===== src/rtl/riscv_pkg.sv =====
// Shared RISC-V core definitions: writeback source encoding and common widths.
package riscv_pkg;

    localparam int unsigned XLEN_DEF = 32;
    localparam logic [4:0]  REG_ZERO = 5'd0;

    typedef enum logic [1:0] {
        RES_ALU = 2'd0,
        RES_MEM = 2'd1,
        RES_PC4 = 2'd2,
        RES_IMM = 2'd3
    } result_sel_t;

endpackage


===== src/rtl/wb_result_mux.sv =====
// Four-way writeback source select; purely combinational so the forwarding
// unit can reuse it on its own operands.
module wb_result_mux
    import riscv_pkg::*;
#(
    parameter int unsigned XLEN = XLEN_DEF
) (
    input  logic [1:0]      sel,
    input  logic [XLEN-1:0] alu_result,
    input  logic [XLEN-1:0] mem_data,
    input  logic [XLEN-1:0] pc_plus4,
    input  logic [XLEN-1:0] imm,
    output logic [XLEN-1:0] result
);

    always_comb begin
        result = '0;
        case (result_sel_t'(sel))
            RES_ALU: result = alu_result;
            RES_MEM: result = mem_data;
            RES_PC4: result = pc_plus4;
            RES_IMM: result = imm;
            default: result = '0;
        endcase
    end

endmodule


===== src/rtl/mem_wb_stage.sv =====
// MEM/WB pipeline register and writeback: stall/flush handling, register-file
// write port and forwarding value. Define RETIRE_CNT_EN for the 64-bit instret counter.
module mem_wb_stage
    import riscv_pkg::*;
#(
    parameter int unsigned XLEN      = XLEN_DEF,
    parameter int unsigned RF_ADDR_W = 5
) (
    input  logic                 clk,
    input  logic                 rst,
    input  logic                 stall_WB,
    input  logic                 flush_MEM,
    input  logic                 valid_MEM,
    input  logic                 reg_write_MEM,
    input  logic [1:0]           result_sel_MEM,
    input  logic [RF_ADDR_W-1:0] rd_MEM,
    input  logic [XLEN-1:0]      alu_result_MEM,
    input  logic [XLEN-1:0]      mem_data_MEM,
    input  logic [XLEN-1:0]      pc_plus4_MEM,
    input  logic [XLEN-1:0]      imm_MEM,
    output logic                 valid_WB,
    output logic                 rf_we_WB,
    output logic [RF_ADDR_W-1:0] rf_waddr_WB,
    output logic [XLEN-1:0]      rf_wdata_WB,
    output logic                 retire_WB,
    output logic [63:0]          instret_WB
);

    logic                 valid_q;
    logic                 reg_write_q;
    result_sel_t          result_sel_q;
    logic [RF_ADDR_W-1:0] rd_q;
    logic [XLEN-1:0]      alu_result_q;
    logic [XLEN-1:0]      mem_data_q;
    logic [XLEN-1:0]      pc_plus4_q;
    logic [XLEN-1:0]      imm_q;

    // Stall outranks flush so a held instruction is never lost to a bubble.
    always_ff @(posedge clk) begin
        if (rst) begin
            valid_q      <= 1'b0;
            reg_write_q  <= 1'b0;
            result_sel_q <= RES_ALU;
            rd_q         <= '0;
            alu_result_q <= '0;
            mem_data_q   <= '0;
            pc_plus4_q   <= '0;
            imm_q        <= '0;
        end else if (stall_WB) begin
            valid_q      <= valid_q;
            reg_write_q  <= reg_write_q;
            result_sel_q <= result_sel_q;
            rd_q         <= rd_q;
            alu_result_q <= alu_result_q;
            mem_data_q   <= mem_data_q;
            pc_plus4_q   <= pc_plus4_q;
            imm_q        <= imm_q;
        end else if (flush_MEM) begin
            valid_q      <= 1'b0;
            reg_write_q  <= 1'b0;
            result_sel_q <= RES_ALU;
            rd_q         <= '0;
            alu_result_q <= '0;
            mem_data_q   <= '0;
            pc_plus4_q   <= '0;
            imm_q        <= '0;
        end else begin
            valid_q      <= valid_MEM;
            reg_write_q  <= reg_write_MEM;
            result_sel_q <= result_sel_t'(result_sel_MEM);
            rd_q         <= rd_MEM;
            alu_result_q <= alu_result_MEM;
            mem_data_q   <= mem_data_MEM;
            pc_plus4_q   <= pc_plus4_MEM;
            imm_q        <= imm_MEM;
        end
    end

    wb_result_mux #(
        .XLEN(XLEN)
    ) u_result_mux (
        .sel        (result_sel_q),
        .alu_result (alu_result_q),
        .mem_data   (mem_data_q),
        .pc_plus4   (pc_plus4_q),
        .imm        (imm_q),
        .result     (rf_wdata_WB)
    );

    assign valid_WB    = valid_q;
    assign rf_waddr_WB = rd_q;
    // Gating with stall makes a held instruction commit only on its release cycle.
    assign rf_we_WB    = valid_q & reg_write_q & (rd_q != RF_ADDR_W'(REG_ZERO)) & ~stall_WB;
    assign retire_WB   = valid_q & ~stall_WB;

`ifdef RETIRE_CNT_EN
    logic [63:0] instret_q;

    always_ff @(posedge clk) begin
        if (rst) begin
            instret_q <= '0;
        end else if (retire_WB) begin
            instret_q <= instret_q + 64'd1;
        end
    end

    assign instret_WB = instret_q;
`else
    assign instret_WB = '0;
`endif

endmodule


===== config.mk =====
export PLATFORM = sky130hd
export DESIGN_NAME = mem_wb_stage
export DESIGN_NICKNAME = d
export VERILOG_FILES = /design/src/rtl/riscv_pkg.sv /design/src/rtl/wb_result_mux.sv /design/src/rtl/mem_wb_stage.sv
export SDC_FILE = /design/constraint.sdc
export NUM_CORES = 1
export LEC_CHECK = 0
export ABC_AREA = 1
export BUFFER_PORTS_ARGS = -buffer_cell sky130_fd_sc_hd__buf_2
export CAP_MARGIN = 20
export CELL_PAD_IN_SITES_DETAIL_PLACEMENT = 1
export CELL_PAD_IN_SITES_GLOBAL_PLACEMENT = 2
export CORE_ASPECT_RATIO = 1.25
export CORE_MARGIN = 2
export CORE_UTILIZATION = 25
export DETAILED_ROUTE_END_ITERATION = 8
export PLACE_DENSITY = 0.76
export SYNTH_ARGS = -nofsm -noshare
export SYNTH_HDL_FRONTEND = slang
export SYNTH_HIERARCHICAL = 1
export SYNTH_SLANG_ARGS = --single-unit

===== constraint.sdc =====
create_clock -name clk -period 1.2 [get_ports clk]
set_input_delay 0.06 -clock clk [delete_from_list [all_inputs] [get_ports clk]]
set_output_delay 0.06 -clock clk [all_outputs]
set_load 0.1 [all_outputs]

# After elaboration in Yosys (flattened, before gate mapping)
# Index checks and enable logic that the tools add are counted.
[classes]
n_bitwise = 5
n_mux = 9
n_reduce_logical = 2
eq_ne = 3
[op_table]
columns = ["operator", "n"]
rows = [
  ["$mux 32", 4],
  ["$pmux 32 s4", 1],
  ["$mux 5", 1],
  ["$reduce_bool 5->1", 1],
  ["$and 1x1->1", 4],
  ["$eq 2x2->1 const B", 2],
  ["$eq 2x1->1 const B", 1],
  ["$logic_not 2->1", 1],
  ["$mux 1", 2],
  ["$mux 2", 1],
  ["$not 1->1", 1],
]
[totals]
register_bits = 137
elab_cells = 27

# Logic depth before layout (Yosys ltp)
[depth]
ltp_word = 3
mapped_depth = 6
depth_no_buf = 5

# By module
# The synthesis kept the hierarchy.
[by_module_without_submodules]
columns = ["mod", "n_inst", "area_each_um2", "cells_each"]
rows = [
  ["mem_wb_stage", 1, 5205.0, 670],
  ["wb_result_mux", 1, 1078.5, 186],
]

# Least setup slack after synthesis
# No wires, ideal clock.
[synth_path]
path_kind = "register to output"
start = "register valid_q (netlist: valid_WB)"
end = "output rf_we_WB"
arrival_time_ns = 1.848
path_slack_ns = -0.708
path_stages_with_launch = 5
n_path_buf = 0
path_cell_list = "dfxtp_1 nand2_1 nor2_1 nand2_1 inv_1"
[synth_between]
elab_chain_len = 3
[synth_rtl]
columns = ["item", "line", "source"]
rows = [
  ["from (decl)", "mem_wb_stage.sv:29", "logic valid_q;"],
  ["from (signal assigned)", "mem_wb_stage.sv:50", "valid_q <= valid_q;"],
  ["from (signal assigned)", "mem_wb_stage.sv:68", "valid_q <= valid_MEM;"],
  ["$and 1x1->1 (3 in a row)", "mem_wb_stage.sv:93", "assign rf_we_WB = valid_q & reg_write_q & (rd_q != RF_ADDR_W'(REG_ZERO)) & ~stall_WB;"],
  ["to (decl)", "mem_wb_stage.sv:22", "output logic rf_we_WB,"],
]
# No other way between the ends.

# Worst setup path in the final report
[layout_path]
start = "register result_sel_q[0]"
end = "output rf_wdata_WB[11]"
[layout_between]
elab_chain_len = 2
word_cells_on_any_way = 5
classes_between = "eq/ne: 3; mux: 1; reduce/logical: 1"
[layout_rtl]
columns = ["item", "line", "source"]
rows = [
  ["from (decl)", "mem_wb_stage.sv:31", "result_sel_t result_sel_q;"],
  ["from (signal assigned)", "mem_wb_stage.sv:52", "result_sel_q <= result_sel_q;"],
  ["from (signal assigned)", "mem_wb_stage.sv:70", "result_sel_q <= result_sel_t'(result_sel_MEM);"],
  ["$eq 2x2->1 (tied with other cells)", "wb_result_mux.sv:18", "case (result_sel_t'(sel))"],
  ["$pmux 32 s4 (*)", "wb_result_mux.sv:18", ""],
  ["to (decl)", "mem_wb_stage.sv:24", "output logic [XLEN-1:0] rf_wdata_WB,"],
]
# Mark *: on every way between the ends. The rest lies on a longest branch, timed or not.

==> impl_metrics.py <==
metrics = {
    "setup_path": {
        "worst_endpoint_required_time_ns": 1.14,
        "worstPathArrival_ns": 1.61,
        "crit_fanout": 20,
        "critical_path_depth_in_cells": 5,
        "critical_setup_path_class": "reg -> out",
        "worst-r2r-cell-count": 3,
        "worst_path_largest_cell_delay_ns": 0.38,
        "critPathBufInv": 2,
        "timing.critical_path.max_delay_family": "simple AND/OR/NAND/NOR gates",
        "crit_path_end_kind": "output port",
        "cp-start-kind": "flip-flop",
        "crit_slowest_cell": "sky130_fd_sc_hd__dfxtp_4",
        "path_cells": "nor2_4, buf_12, nand2_1, nand4_1, buf_12",
        "most_frequent_cell_on_critical_path": "sky130_fd_sc_hd__buf_12",
    },
    "clock_network": {
        "cts.clk_slew.worst_paths_ns": 0.06,
        "clock_sink_count": 137,
        "clock_network_latency_to_the_later_pin_of_the_worst_skew_pair_ns": 0.41,
        "tritoncts": "built",
        "cts_htree_levels": 4,
        "ctsLongestPathBuffers": 2,
        "cts_made_buffers": 17,
        "clk_root_buffer_cell": "sky130_fd_sc_hd__clkbuf_16",
    },
    "global_route": {
        "antenna_found_initial": 0,
        "gr-usage-met1": 0.221,
        "grt_start_max_net_pins": 120,
        "wire_length_of_the_first_global_routing_pass_um": 37800,
        "met3_usage": 0.0331,
        "grt-busiest-layer": "met2",
        "grt_pass1_vias": 7034,
        "use_met2": 0.311,
        "globalRouteOverflowTotal": 0,
        "track_usage": 0.177,
    },
    "synthesis": {
        "synth.ff_latch_count": 137,
        "postSynthCellCount": 856,
        "sequential_share_of_the_synthesized_area": 0.436,
        "post_synth.cell_area_avg_sq_um": 7.34,
        "synth.lib_cells_used.distinct": 17,
        "syn_area_sq_um": 6280,
        "synth.yosys.warnings": 6,
    },
    "routing": {
        "post-route-drc-count": 0,
        "first_iter_violations": 239,
        "vias_per_cell": 4.48,
        "totalWireLength_um": 23700,
        "avgRoutedWirePerCell_um": 15.7,
        "number_of_search_and_repair_iterations_in_the_first_detailed_routing_pass": 4,
        "route.vias.total": 6751,
        "drtAntennaViolNets": 0,
    },
    "placement": {
        "hpwl_dp_um": 14500,
        "dp_slack_ns": -0.0803,
        "number_of_cells_in_the_design_after_placement": 1325,
        "portBuffers": 180,
        "gp_congestion": 0.754,
    },
    "floorplanning": {
        "die_w_um": 146,
        "num_rows": 64,
        "fp.dieArea_sq_um": 26400,
        "die_height_um": 181,
        "ioPinCount": 245,
        "start_util": 0.256,
        "fp.coreArea_sq_um": 24600,
    },
    "timing": {
        "timing.final.crit_share": 1.39,
        "whs_ns": 0.0852,
        "rsz0062_at_grt": "yes",
        "final-max-slew-violation-count": 0,
        "postLayoutSetupSlackWorst_ns": -0.473,
        "final-hold-violation-count": 0,
        "finalClockSkew_ns": 0,
        "final_period_minus_worst_setup_slack_ns": 1.67,
        "max_clock_freq_mhz": 598,
        "finalSetupViolations": 33,
    },
    "outcome": {
        "violations": "setup timing",
        "run_status": "complete, but fails checks",
    },
    "pwr": {
        "ir_worst_vdd_mv": 0.878,
        "p_leak_nw": 4.07,
        "power_dens_cells_nw_per_um2": 1300,
    },
    "hold_path": {
        "worst_hold_path.num_cells": 5,
        "hold_path_class": "in -> reg",
    },
    "layout": {
        "final_layout_size_suffix_gt1_frac": 0.237,
        "layout-area-overhead-vs-synth_pct": 60.5,
        "design.final.nets": 1304,
        "layout_utilization": 0.410,
        "insertedDiodeCount": 0,
        "final_cells": 1506,
    },
    "job": {
        "drv.max_cap_violation_count": 0,
    },
}
[cell usage after synthesis]
cell type / instances / area [sq um]
sky130_fd_sc_hd__a21oi_1: 137 / 686
sky130_fd_sc_hd__buf_12: 1 / 20.0
sky130_fd_sc_hd__buf_2: 35 / 175
sky130_fd_sc_hd__buf_4: 74 / 556
sky130_fd_sc_hd__buf_6: 3 / 33.8
sky130_fd_sc_hd__buf_8: 5 / 75.1
sky130_fd_sc_hd__clkbuf_1: 14 / 52.6
sky130_fd_sc_hd__conb_1: 1 / 3.75
sky130_fd_sc_hd__dfxtp_1: 137 / 2740
sky130_fd_sc_hd__inv_1: 5 / 18.8
sky130_fd_sc_hd__inv_2: 2 / 7.51
sky130_fd_sc_hd__nand2_1: 308 / 1160
sky130_fd_sc_hd__nand3_1: 87 / 435
sky130_fd_sc_hd__nand3_2: 10 / 100
sky130_fd_sc_hd__nand4_1: 32 / 200
sky130_fd_sc_hd__nor2_1: 4 / 15.0
sky130_fd_sc_hd__nor2_2: 1 / 6.26
[cell families (layout without fill, tap and decap cells)]
kind of cell	count (synthesis)	in the layout	synth area share
simple gates	442	442	0.304
buf+inv	139	396	0.149
compound gates	137	137	0.109
flops	137	137	0.436
other cells	1	64	0.000597
[sequential cells by signal, summed over array words and instances (netlist names)]
signal and count:
reg_write_q 1, imm_q 32, valid_WB 1, result_sel_q 2
rf_waddr_WB 5, pc_plus4_q 32, mem_data_q 32, alu_result_q 32
[where the power goes]
group / internal, mW / switching (mW)
logic: 0.970 / 2.07
clock network: 3.22 / 2.04
registers: 4.72 / 0.108
total: 8.92 / 4.22
[what timing repair did]
item / in CTS / in global routing
gates resized for setup: 17 / 13
endpoints found under the setup margin: 40 / 44
pin swaps: 2 / 10
hold endpoints to repair: 137 / 0
setup buffers: 0 / 1
hold buffers: 148 / 0
cloned: 0 / 1
[through the flow]
stage	instance area (sq um)	total power, mW	TNS, ns
6_report	10100	13.1	-13.35
5_1_grt	10100	13.7	-16.10
4_1_cts	10000	13.3	-15.04
3_5_place_dp	7900	7.55	-1.19
3_3_place_gp	7900	7.54	-0.989
2_1_floorplan	6540	6.92	-14.46
[per-layer routing]
layer | routed length, um | vias up | share of wire
met2 | 11900 | 202 | 0.50
met5 | 0 | - | 0
met3 | 1180 | 21 | 0.050
met1 | 10300 | 3222 | 0.44
li1 | - | 3306 | -
met4 | 309 | 0 | 0.013
[worst paths after layout]
path                                       from                             to  slack (ns)
setup / recovery   result_sel_q[0]$_SDFFE_PP0N_                rf_wdata_WB[11]       -0.47
hold / removal                        flush_MEM          valid_WB$_SDFFE_PP0N_        0.09
hold reg to reg   alu_result_q[24]$_SDFFE_PP0N_  alu_result_q[24]$_SDFFE_PP0N_        0.46
setup reg to reg  alu_result_q[21]$_SDFFE_PP0N_  alu_result_q[21]$_SDFFE_PP0N_        0.01
[layout by cell type (no fill, tap or decap), types with 15 or more instances in the layout]
| cell type | count |
|---|---|
| sky130_fd_sc_hd__nand4_1 | 32 |
| sky130_fd_sc_hd__nand3_1 | 86 |
| sky130_fd_sc_hd__dfxtp_1 | 127 |
| sky130_fd_sc_hd__dlygate4sd3_1 | 147 |
| sky130_fd_sc_hd__buf_12 | 51 |
| sky130_fd_sc_hd__conb_1 | 64 |
| sky130_fd_sc_hd__nand2_1 | 303 |
| sky130_fd_sc_hd__clkbuf_16 | 18 |
| sky130_fd_sc_hd__a21oi_1 | 132 |
| sky130_fd_sc_hd__buf_2 | 138 |
| sky130_fd_sc_hd__buf_4 | 15 |
[worst min-delay path, stage by stage]
cell and delay (ns):
sky130_fd_sc_hd__buf_2 0.11, sky130_fd_sc_hd__nor2_4 0.04, sky130_fd_sc_hd__buf_4 0.15, sky130_fd_sc_hd__nand2_1 0.05
sky130_fd_sc_hd__a21oi_1 0.05
[layout make-up]
cell class | count | area, sq um
Multi-Input combinational cell | 643 | 2900
Fill cell | 2986 | 14500
Clock inverter | 11 | 120
Timing Repair Buffer | 357 | 3390
Tap cell | 330 | 413
Clock buffer | 21 | 470
Inverter | 7 | 32.5
Sequential cell | 137 | 2760
No activity file was read; power rests on OpenSTA's default activity.
